### src/rtl/frame_read_arbiter.sv
`default_nettype none
// ============================================================================
//  Module   : frame_read_arbiter
//  Purpose  : Shares one frame-buffer read port between the display engine
//             and the stereo engine. Display has priority until the engine
//             has waited MAX_WAIT cycles. After that the engine is forced
//             through for one grant. Reads return a fixed 4 cycles after
//             the grant, routed to whichever requester was granted.
//  Ports    : clk, reset               - clock / sync active-high reset
//             disp_req/addr/gnt        - display request handshake
//             disp_valid/data          - display return pixel
//             eng_req/addr/gnt         - engine request handshake
//             eng_valid/data           - engine return pixel
//             ram_read_address, ram_q  - frame-buffer read port
//  Revision : 1.0  initial release
// ============================================================================
module frame_read_arbiter #(
  parameter int W        = 8,
  parameter int SZ       = 307200,
  parameter int MAX_WAIT = 4
) (
  input  logic                  clk,
  input  logic                  reset,
  input  logic                  disp_req,
  input  logic [$clog2(SZ)-1:0] disp_addr,
  output logic                  disp_gnt,
  output logic                  disp_valid,
  output logic [W-1:0]          disp_data,
  input  logic                  eng_req,
  input  logic [$clog2(SZ)-1:0] eng_addr,
  output logic                  eng_gnt,
  output logic                  eng_valid,
  output logic [W-1:0]          eng_data,
  output logic [$clog2(SZ)-1:0] ram_read_address,
  input  logic [W-1:0]          ram_q
);

  localparam int                c_aw       = $clog2(SZ);
  localparam logic [c_aw:0]     c_sz       = (c_aw + 1)'(SZ);
  localparam logic [3:0]        c_max_wait = 4'(MAX_WAIT);

  logic [3:0]      starve_q, starve_d;
  logic [c_aw-1:0] raddr_q;
  // Tag pipeline, index 0 is the stage loaded on the grant edge.
  logic [2:0]      tag_v_q, tag_own_q, tag_oor_q;
  logic            disp_valid_q, eng_valid_q;
  logic [W-1:0]    disp_data_q, eng_data_q;

  logic            w_force, w_eng_gnt, w_disp_gnt, w_any;
  logic [c_aw-1:0] w_sel_addr;
  logic            w_oor;

  // Grants are combinational so a requester sees acceptance in the same
  // cycle it asks.
  always_comb begin
    w_force    = (starve_q >= c_max_wait);
    w_eng_gnt  = !reset && eng_req && (w_force || !disp_req);
    w_disp_gnt = !reset && disp_req && !w_eng_gnt;
    w_any      = w_eng_gnt || w_disp_gnt;
    w_sel_addr = w_eng_gnt ? eng_addr : disp_addr;
    w_oor      = ({1'b0, w_sel_addr} >= c_sz);
  end

  // Starve counter only counts while the engine is actively being refused;
  // saturating keeps a misconfigured MAX_WAIT from wrapping back to zero.
  always_comb begin
    starve_d = 4'd0;
    if (eng_req && !w_eng_gnt) begin
      starve_d = (starve_q == 4'd15) ? starve_q : starve_q + 4'd1;
    end
  end

  always_ff @(posedge clk) begin
    if (reset) begin
      starve_q     <= 4'd0;
      raddr_q      <= '0;
      tag_v_q      <= 3'b000;
      tag_own_q    <= 3'b000;
      tag_oor_q    <= 3'b000;
      disp_valid_q <= 1'b0;
      eng_valid_q  <= 1'b0;
      disp_data_q  <= '0;
      eng_data_q   <= '0;
    end else begin
      starve_q <= starve_d;
      // Out-of-range reads leave the RAM address alone; the tag carries the
      // oor flag so the return is zeroed instead.
      if (w_any && !w_oor) begin
        raddr_q <= w_sel_addr;
      end
      tag_v_q   <= {tag_v_q[1:0],   w_any};
      tag_own_q <= {tag_own_q[1:0], w_eng_gnt};
      tag_oor_q <= {tag_oor_q[1:0], w_any && w_oor};
      // Stage 2 lines up with ram_q: address reg + data reg inside the RAM.
      disp_valid_q <= tag_v_q[2] && !tag_own_q[2];
      eng_valid_q  <= tag_v_q[2] &&  tag_own_q[2];
      if (tag_v_q[2] && !tag_own_q[2]) begin
        disp_data_q <= tag_oor_q[2] ? '0 : ram_q;
      end
      if (tag_v_q[2] && tag_own_q[2]) begin
        eng_data_q <= tag_oor_q[2] ? '0 : ram_q;
      end
    end
  end

  assign disp_gnt         = w_disp_gnt;
  assign eng_gnt          = w_eng_gnt;
  assign disp_valid       = disp_valid_q;
  assign disp_data        = disp_data_q;
  assign eng_valid        = eng_valid_q;
  assign eng_data         = eng_data_q;
  assign ram_read_address = raddr_q;

endmodule
`default_nettype wire

### config.mk
export PLATFORM = sky130hd
export DESIGN_NAME = frame_read_arbiter
export DESIGN_NICKNAME = d
export VERILOG_FILES = /design/src/rtl/frame_read_arbiter.sv
export SDC_FILE = /design/constraint.sdc
export NUM_CORES = 1
export LEC_CHECK = 0
export CORE_ASPECT_RATIO = 0.75
export CORE_MARGIN = 1
export CORE_UTILIZATION = 43
export CTS_CLUSTER_DIAMETER = 150
export CTS_CLUSTER_SIZE = 16
export DETAILED_ROUTE_END_ITERATION = 10
export GPL_TIMING_DRIVEN = 0
export HOLD_SLACK_MARGIN = 0.12
export MAX_ROUTING_LAYER = met4
export PLACE_DENSITY_LB_ADDON = 0.25
export SYNTH_ARGS = -nofsm -noshare
export SYNTH_HDL_FRONTEND = slang
export SYNTH_SLANG_ARGS = --single-unit
### constraint.sdc
create_clock -name clk -period 1.9 [get_ports clk]
set_input_delay 0.285 -clock clk [delete_from_list [all_inputs] [get_ports clk]]
set_output_delay 0.285 -clock clk [all_outputs]
set_load 0.01 [all_outputs]
==> out/results.env, run 1 <==
OUTCOME='complete, but fails checks'
FAILED_CHECKS='DRC, setup timing'
CHIP_HEIGHT_UM=63.64
ANTENNA_FOUND_INITIAL=0
UNREPAIRED_SETUP_ENDPOINTS_AFTER_GLOBAL_ROUTING='yes'
PERIOD_SHARE_PCT=100.3
WORST_EP_REQUIRED_TIME_NS=1.62
LAYOUT-DRIVE-GT1-SHARE_PCT=15.99
PLACE_WS_NS=-0.9215
GR-TOTAL-OVERFLOW=0
GLOBAL_ROUTE.USAGE.TOTAL_PCT=22.67
TOTALWIRELENGTH_UM=5609
LARGEST_NET_DEGREE_AT_THE_START_OF_GLOBAL_ROUTING=16
CLK_TRANSITION_REPORTED_PATHS_NS=0.08
PLACE.DETAILED.INSTANCES=364
SEQ_AREA_FRAC_SYNTH_PCT=45.95
ANTENNADIODECOUNT=0
CTS_INSERTED_BUFFERS=5
POSTSYNTH.ASYNCRESETSHARE_PCT=0
DRT_WL_CELL_UM=14.80
MAX-SLEW-MARGIN-REL_PCT=55.61
GRT_FIRST_PASS_WIRELENGTH_UM=9156
FMAX_MHz=524.9
SETUP_SLACK_NS=-0.005267
CTS_TREE='built'
MOSTFREQUENTLAYOUTCELLS='clkdlybuf4s50_1 (85), dfxtp_1 (48), nor2_1 (23)'
INITIAL_CORE_UTIL_PCT=44.71
DRT-VIAS-PER-INSTANCE=5.361
SYNTHTOLAYOUTAREAGROWTH_PCT=54.80
DR.PASS1.ITERS=7
PLACE_HPWL_UM=3932
YOSYS_WARNINGS=0
CLOCKBUFFERDEPTH=2
TIMING.SETUP.CRITICAL_PATH_CLASS='reg2out'
SYN_INST=216
FIN_NETS=369
TOTAL_LEAKAGE_POWER_nW=1.212
SYN_AVG_CELL_AREA_UM2=10.08
CLOCK_INSERTION_DELAY_WORST_SKEW_NS=0.30
SYNTH_TOP_FLOP_CELL='dfxtp_1'
HOLD_PATH.CLASS='reg2reg'
CLOCKROOTBUFFER='clkbuf_8'
FP.DIEW_UM=84.19
FINAL.HOLD.WORST_SLACK_NS=0.4220
YS_FF_LATCH=50
BIGGEST_FANOUT_ALONG_THE_WORST_TIMING_PATH=3
MOSTFREQUENTLAYOUTCELL='clkdlybuf4s50_1'
FIN_CRIT_NS=1.905
PWR_DENSITY_CELL_nW_PER_UM2=713.8
TIMING.SETUP.TNS_NS=-0.006644
ROUTED-VIA-COUNT=2032
GRT_PASS1_VIAS=1945
YS_TYPES=32
DRT.ANTENNA.VIOLATING_NETS=0
PLACEABLECOREAREA_UM2=4872
PORTS_PLACED_ON_THE_BOUNDARY=89
PLACEMENT.IO_BUFFERS=88
DR.FIRST_ITER.DRC_COUNT=120
DRCVIOLATIONCOUNT=14
SETUP_VIOL=2
TIMING.CLOCK.SKEW_NS=0.005195
SIGNAL_ARRIVAL_TIME_AT_THE_WORST_ENDPOINT_NS=1.62
GP_CONGESTION=0.8030
SYNTH_FP_NETS=267
CELL_AREA_AFTER_SYNTHESIS_UM2=2178
WORST_IR_DROP_VDD_mV=0.3731
NUMBER_OF_ENABLE_FLIP_FLOP_CELLS_AFTER_SYNTHESIS=0
WORST_SLEW_PIN_SLEW_NS=0.6658
CP-START-KIND='flop'
FINAL_CELL_COUNT_NO_FILL=379
DIE_AREA_UM2=5358
DEPTH_OF_THE_CTS_H_TREE=2
DRV.MAX_CAP_VIOLATION_COUNT=0
SLEW_VIOLATIONS=0
CRIT_PATH_END_KIND='primary output'
STD_CELL_ROWS=22
CLKSINKCOUNT=50
FINAL-HOLD-VIOLATION-COUNT=0
[metrics by stage]
step                power [mW]  util [%]  instance area (um^2)
floorplan                1.398         -                  2178
global placement         1.639     64.33                  3134
detailed placement       1.644     64.33                  3134
CTS                      2.399     67.80                  3303
global route             2.501     69.21                  3372
finish                   2.407     69.21                  3372
[synth_stat cells (3+ instances only)]
master    count  area, um^2
dfxtp_1      50        1001
nor2_1       23       86.33
a221oi_1     20       175.2
mux2i_1      19       190.2
a21oi_1      17       85.08
nor3b_1      17       127.6
clkbuf_1     13       48.80
a211oi_2     10       125.1
a211oi_1      9       67.56
nor2b_1       6       37.54
buf_2         3       15.01
buf_6         3       33.78
inv_1         3       11.26
[what timing repair did]
| action | 4_1_cts | 5_1_grt |
|---|---|---|
| pin swaps | 3 | 5 |
| setup endpoints to repair | 21 | 20 |
| resized for setup | 16 | 19 |
| buffers inserted | 6 | 2 |
| hold buffers | 0 | 0 |
[registers in the layout, summed over array words and instances, names as in the netlist]
register,flops
eng_valid,1
eng_data,8
starve_q,4
tag_own_q,3
tag_oor_q,3
disp_valid,1
disp_data,8
tag_v_q,3
ram_read_address,19
[path summary, 6_finish.rpt]
path / start / endpoint / slack, ns / cells after the start
max reg2reg: starve_q[3] / ram_read_address[10] / 0.05 / 7
min reg2reg: starve_q[0] / starve_q[0] / 0.42 / 1
max: starve_q[3] / disp_gnt / -0.005 / 5
min: starve_q[0] / starve_q[0] / 0.42 / 1
[logic make-up after synthesis]
| family | count (synthesis) | share of synthesized area [%] |
|---|---|---|
| buffers and inverters | 25 | 5.686 |
| other | 1 | 0.1721 |
| adders and majority gates | 1 | 0.5743 |
| and+or+nand+nor | 55 | 14.36 |
| muxes | 19 | 8.731 |
| AOI/OAI and AO/OA | 65 | 24.53 |
| DFF | 50 | 45.95 |
[per-layer routing]
layer / share of wire [%] / vias to the layer above / GRT usage (%) / wire [um]
met2: 43 / 67 / 34.63 / 2430
met1: 49 / 952 / 29.98 / 2725
met3: 6.8 / 8 / 4.194 / 384
met4: 1.2 / 0 / 8.405 / 68
li1: - / 1005 / - / -
met5: 0 / - / - / 0
[final cells by class]
class / instances / area [um^2]
fill: 388 / 1500
multi-input combinational: 141 / 1092
sequential: 50 / 1003
timing repair buffer: 96 / 933.4
buffer: 21 / 146.4
tap: 60 / 75.07
clock buffer: 6 / 72.57
clock inverter: 2 / 37.54
inverter: 3 / 11.26
[critical path, stage by stage, from the launching register on]
cell and delay (ns):
dfxtp_2 0.33, or3b_4 0.39, and2_4 0.16, clkbuf_16 0.15, nor3b_2 0.14, buf_2 0.14
[power breakdown]
group          internal, mW  leakage [nW]  switching, mW  total (mW)
Clock                 0.393        0.0514          0.351       0.744
Sequential             1.10         0.409         0.0300        1.13
Combinational         0.306         0.751          0.224       0.531
Total                  1.80          1.21          0.605        2.41
No activity file was read; power rests on OpenSTA's default activity.
==> run 2: changes to the inputs <==
--- a/config.mk
+++ b/config.mk
@@ -5,9 +5,8 @@
 export SDC_FILE = /design/constraint.sdc
 export NUM_CORES = 1
 export LEC_CHECK = 0
-export CORE_ASPECT_RATIO = 0.75
 export CORE_MARGIN = 1
-export CORE_UTILIZATION = 43
+export CORE_UTILIZATION = 46
 export CTS_CLUSTER_DIAMETER = 150
 export CTS_CLUSTER_SIZE = 16
 export DETAILED_ROUTE_END_ITERATION = 10
==> constraint.sdc (replaced) <==
create_clock -name clk -period 2.31 [get_ports clk]
set_input_delay 0.3465 -clock clk [delete_from_list [all_inputs] [get_ports clk]]
set_output_delay 0.3465 -clock clk [all_outputs]
set_load 0.01 [all_outputs]
==> out/results.env, run 2 (synthesis results as in run 1) <==
FINAL.HOLD.WORST_SLACK_NS=0.4251  # was 0.4220 ns
CTS_SETUP_BUFFERS=0  # was 6
DRT_WL_CELL_UM=14.46  # was 14.80 um
BIGGEST_FANOUT_ALONG_THE_WORST_TIMING_PATH=16  # was 3
TIMING.SETUP.CRITICAL_PATH_CLASS='in2out'  # was reg2out
SETUP_VIOL=0  # was 2
LARGEST_REGISTER_FFS=19  # unchanged
DETAILED_PLACE.AREA_UM2=3124  # was 3134 um^2
FINAL-HOLD-VIOLATION-COUNT=0  # unchanged
FIN_CRIT_NS=2.235
CRIT_PATH_CELL_TRACE='clkdlybuf4s50_1 -> or3b_4 -> and2_4 -> buf_6 -> dlygate4sd2_1'  # was or3b_4 -> and2_4 -> clkbuf_16 -> nor3b_2 -> buf_2
DR.FIRST_ITER.DRC_COUNT=141  # was 120
CLOCK_INSERTION_DELAY_WORST_SKEW_NS=0.30  # about the same
HOLD_PATH.CLASS='reg2reg'  # unchanged
CRIT_PATH_END_KIND='primary output'  # unchanged
DEPTH_OF_THE_CTS_H_TREE=2  # unchanged
WORST_SLEW_PIN_SLEW_NS=0.6561  # was 0.6658 ns
NUM-FILL-CELLS=365  # was 388
CTS_HOLD_BUFFERS=0  # unchanged
REG2REG_FROM='starve_q[3]'  # unchanged
GR-TOTAL-OVERFLOW=0  # unchanged
ROUTED-VIA-COUNT=1995  # was 2032
GLOBAL_ROUTE.USAGE.TOTAL_PCT=22.83  # was 22.67%
CRIT_PATH_TOP_DELAY_CELL='clkdlybuf4s50_1'  # was or3b_4
TOTALWIRELENGTH_UM=5235  # was 5609 um
TIMING.CLOCK.SKEW_NS=0.003725  # was 0.005195 ns
UNREPAIRED_SETUP_ENDPOINTS_AFTER_GLOBAL_ROUTING='no'  # was yes
GRT_PASS1_VIAS=1933  # was 1945
MOSTFREQUENTLAYOUTCELL='clkdlybuf4s50_1'  # unchanged
FP.DIEW_UM=70.82  # was 84.19 um
PLACEMENT.IO_BUFFERS=88  # unchanged
WORST_IR_DROP_VDD_mV=0.3789  # was 0.3731 mV
POSTLAYOUTCOREUTIL_PCT=72.07  # was 69.21%
FINAL_CELL_COUNT_NO_FILL=362  # was 379
CP-START-KIND='input port'  # was flop
WORST_EP_REQUIRED_TIME_NS=1.96  # was 1.62 ns
TIMING.SETUP.TNS_NS=0  # was -0.006644 ns
MAX-SLEW-MARGIN-REL_PCT=56.26  # was 55.61%
ANTENNADIODECOUNT=0  # unchanged
CTS_TREE='built'  # unchanged
CTS_INSERTED_BUFFERS=5  # unchanged
FAILED_CHECKS='DRC'  # was DRC, setup timing
PORTS_PLACED_ON_THE_BOUNDARY=89  # unchanged
FMAX_MHz=447.5
DRCVIOLATIONCOUNT=12  # was 14
ANTENNA_FOUND_INITIAL=0  # unchanged
WORST_PATH_LARGEST_CELL_DELAY_NS=0.50  # was 0.39 ns
DIE_AREA_UM2=5015  # was 5358 um^2
MIN_FROM='starve_q[0]'  # unchanged
INITIAL_CORE_UTIL_PCT=49.01  # was 44.71%
SYNTHTOLAYOUTAREAGROWTH_PCT=47.04  # was 54.80%
PLACE.DETAILED.INSTANCES=356  # was 364
STD_CELL_ROWS=24  # was 22
FIN_NETS=361  # was 369
GP_CONGESTION=0.7913  # was 0.8030
SLEW_VIOLATIONS=0  # unchanged
OUTCOME='complete, but fails checks'  # unchanged
CLOCKBUFFERDEPTH=2  # unchanged
CRIT_PATH_START='disp_req'  # was starve_q[3]
STDCELL_AREA_UM2=3203  # was 3372 um^2
CLKSINKCOUNT=50  # unchanged
PWR_DENSITY_CELL_nW_PER_UM2=568.1  # was 713.8 nW/um^2
PLACE_HPWL_UM=3865  # was 3932 um
TOTAL_LEAKAGE_POWER_nW=1.130  # was 1.212 nW
DR.PASS1.ITERS=7  # unchanged
CLK_TRANSITION_REPORTED_PATHS_NS=0.09  # was 0.08 ns
WL_MET3_UM=323  # was 384 um
MET2_WIRELENGTH_UM=2575  # was 2430 um
LARGEST_NET_DEGREE_AT_THE_START_OF_GLOBAL_ROUTING=17  # was 16
CLOCKROOTBUFFER='clkbuf_8'  # unchanged
DRV.MAX_CAP_VIOLATION_COUNT=0  # unchanged
WIRELENGTH_MET1_UM=2268  # was 2725 um
PLACEABLECOREAREA_UM2=4444  # was 4872 um^2
MOSTFREQUENTLAYOUTCELLS='clkdlybuf4s50_1 (86), dfxtp_1 (50), nor2_1 (23)'  # was clkdlybuf4s50_1 (85), dfxtp_1 (48), nor2_1 (23)
DRT-VIAS-PER-INSTANCE=5.511  # was 5.361
GRT_FIRST_PASS_WIRELENGTH_UM=8769  # was 9156 um
SIGNAL_ARRIVAL_TIME_AT_THE_WORST_ENDPOINT_NS=1.89  # was 1.62 ns
PERIOD_SHARE_PCT=96.75
DR.MAX_LAYER_USED='met4'  # unchanged
LAYOUT-DRIVE-GT1-SHARE_PCT=9.677  # was 15.99%
DRT.ANTENNA.VIOLATING_NETS=0  # unchanged
CHIP_HEIGHT_UM=70.82  # was 63.64 um
run 2: changes by cell type in the layout (fill, tap and decap cells not counted), moves of 3 or more:
cell | before | now
a221oi_1 | 15 | 20
buf_4 | 9 | 1
clkbuf_4 | 3 | 0
clkbuf_2 | 4 | 1
a221oi_2 | 5 | 0
clkbuf_1 | 8 | 11
run 2: report_power, final:
group          switching, mW  total, mW  internal [mW]
Clock                  0.279      0.488          0.210
Sequential            0.0211      0.928          0.907
Combinational          0.174      0.404          0.230
run 2: timing repair:
| item | in CTS | in global routing |
|---|---|---|
| setup endpoints to repair | 2 | 4 |
| resized for setup | 5 | 3 |
| pin swaps | 0 | 0 |
run 2: final timing paths:
kind                                to  slack [ns]  cells after the start
setup / recovery               eng_gnt        0.08                      5
hold / removal             starve_q[0]        0.43                      1
setup reg to reg  ram_read_address[10]        0.34                      6
hold reg to reg            starve_q[0]        0.43                      1
run 2: layout make-up:
cell class / instances / area [um^2] / area share, %
repair buffers: 88 / 874.6 / 27.30
clock buffers: 5 / 68.82 / 2.148
multi-input cells: 141 / 1059 / 33.05
clock inverters: 2 / 13.76 / 0.4297
plain buffers: 21 / 110.1 / 3.438
flip-flops and latches: 50 / 1001 / 31.25
well taps: 52 / 65.06 / 2.031
inverters: 3 / 11.26 / 0.3516
run 2: per-stage QoR:
stage	power [mW]	setup WS (ns)
CTS	1.840	0.02947
finish	1.820	0.07516
global placement	1.345	-0.6419
global route	1.904	0.02046
detailed placement	1.352	-0.6542
floorplan	1.150	0.3772
run 2: critical path: cells and delay by family:
kind                   cells  cell delay, ns
buffers and inverters      3            0.94
AND/OR/NAND/NOR            2            0.59
run 2: per-layer routing:
layer | GRT usage [%] | up-vias
met4 | 6.889 | 0
met2 | 38.14 | 73
met3 | 4.843 | 6
met1 | 27.74 | 931
li1 | - | 985
met5 | - | -
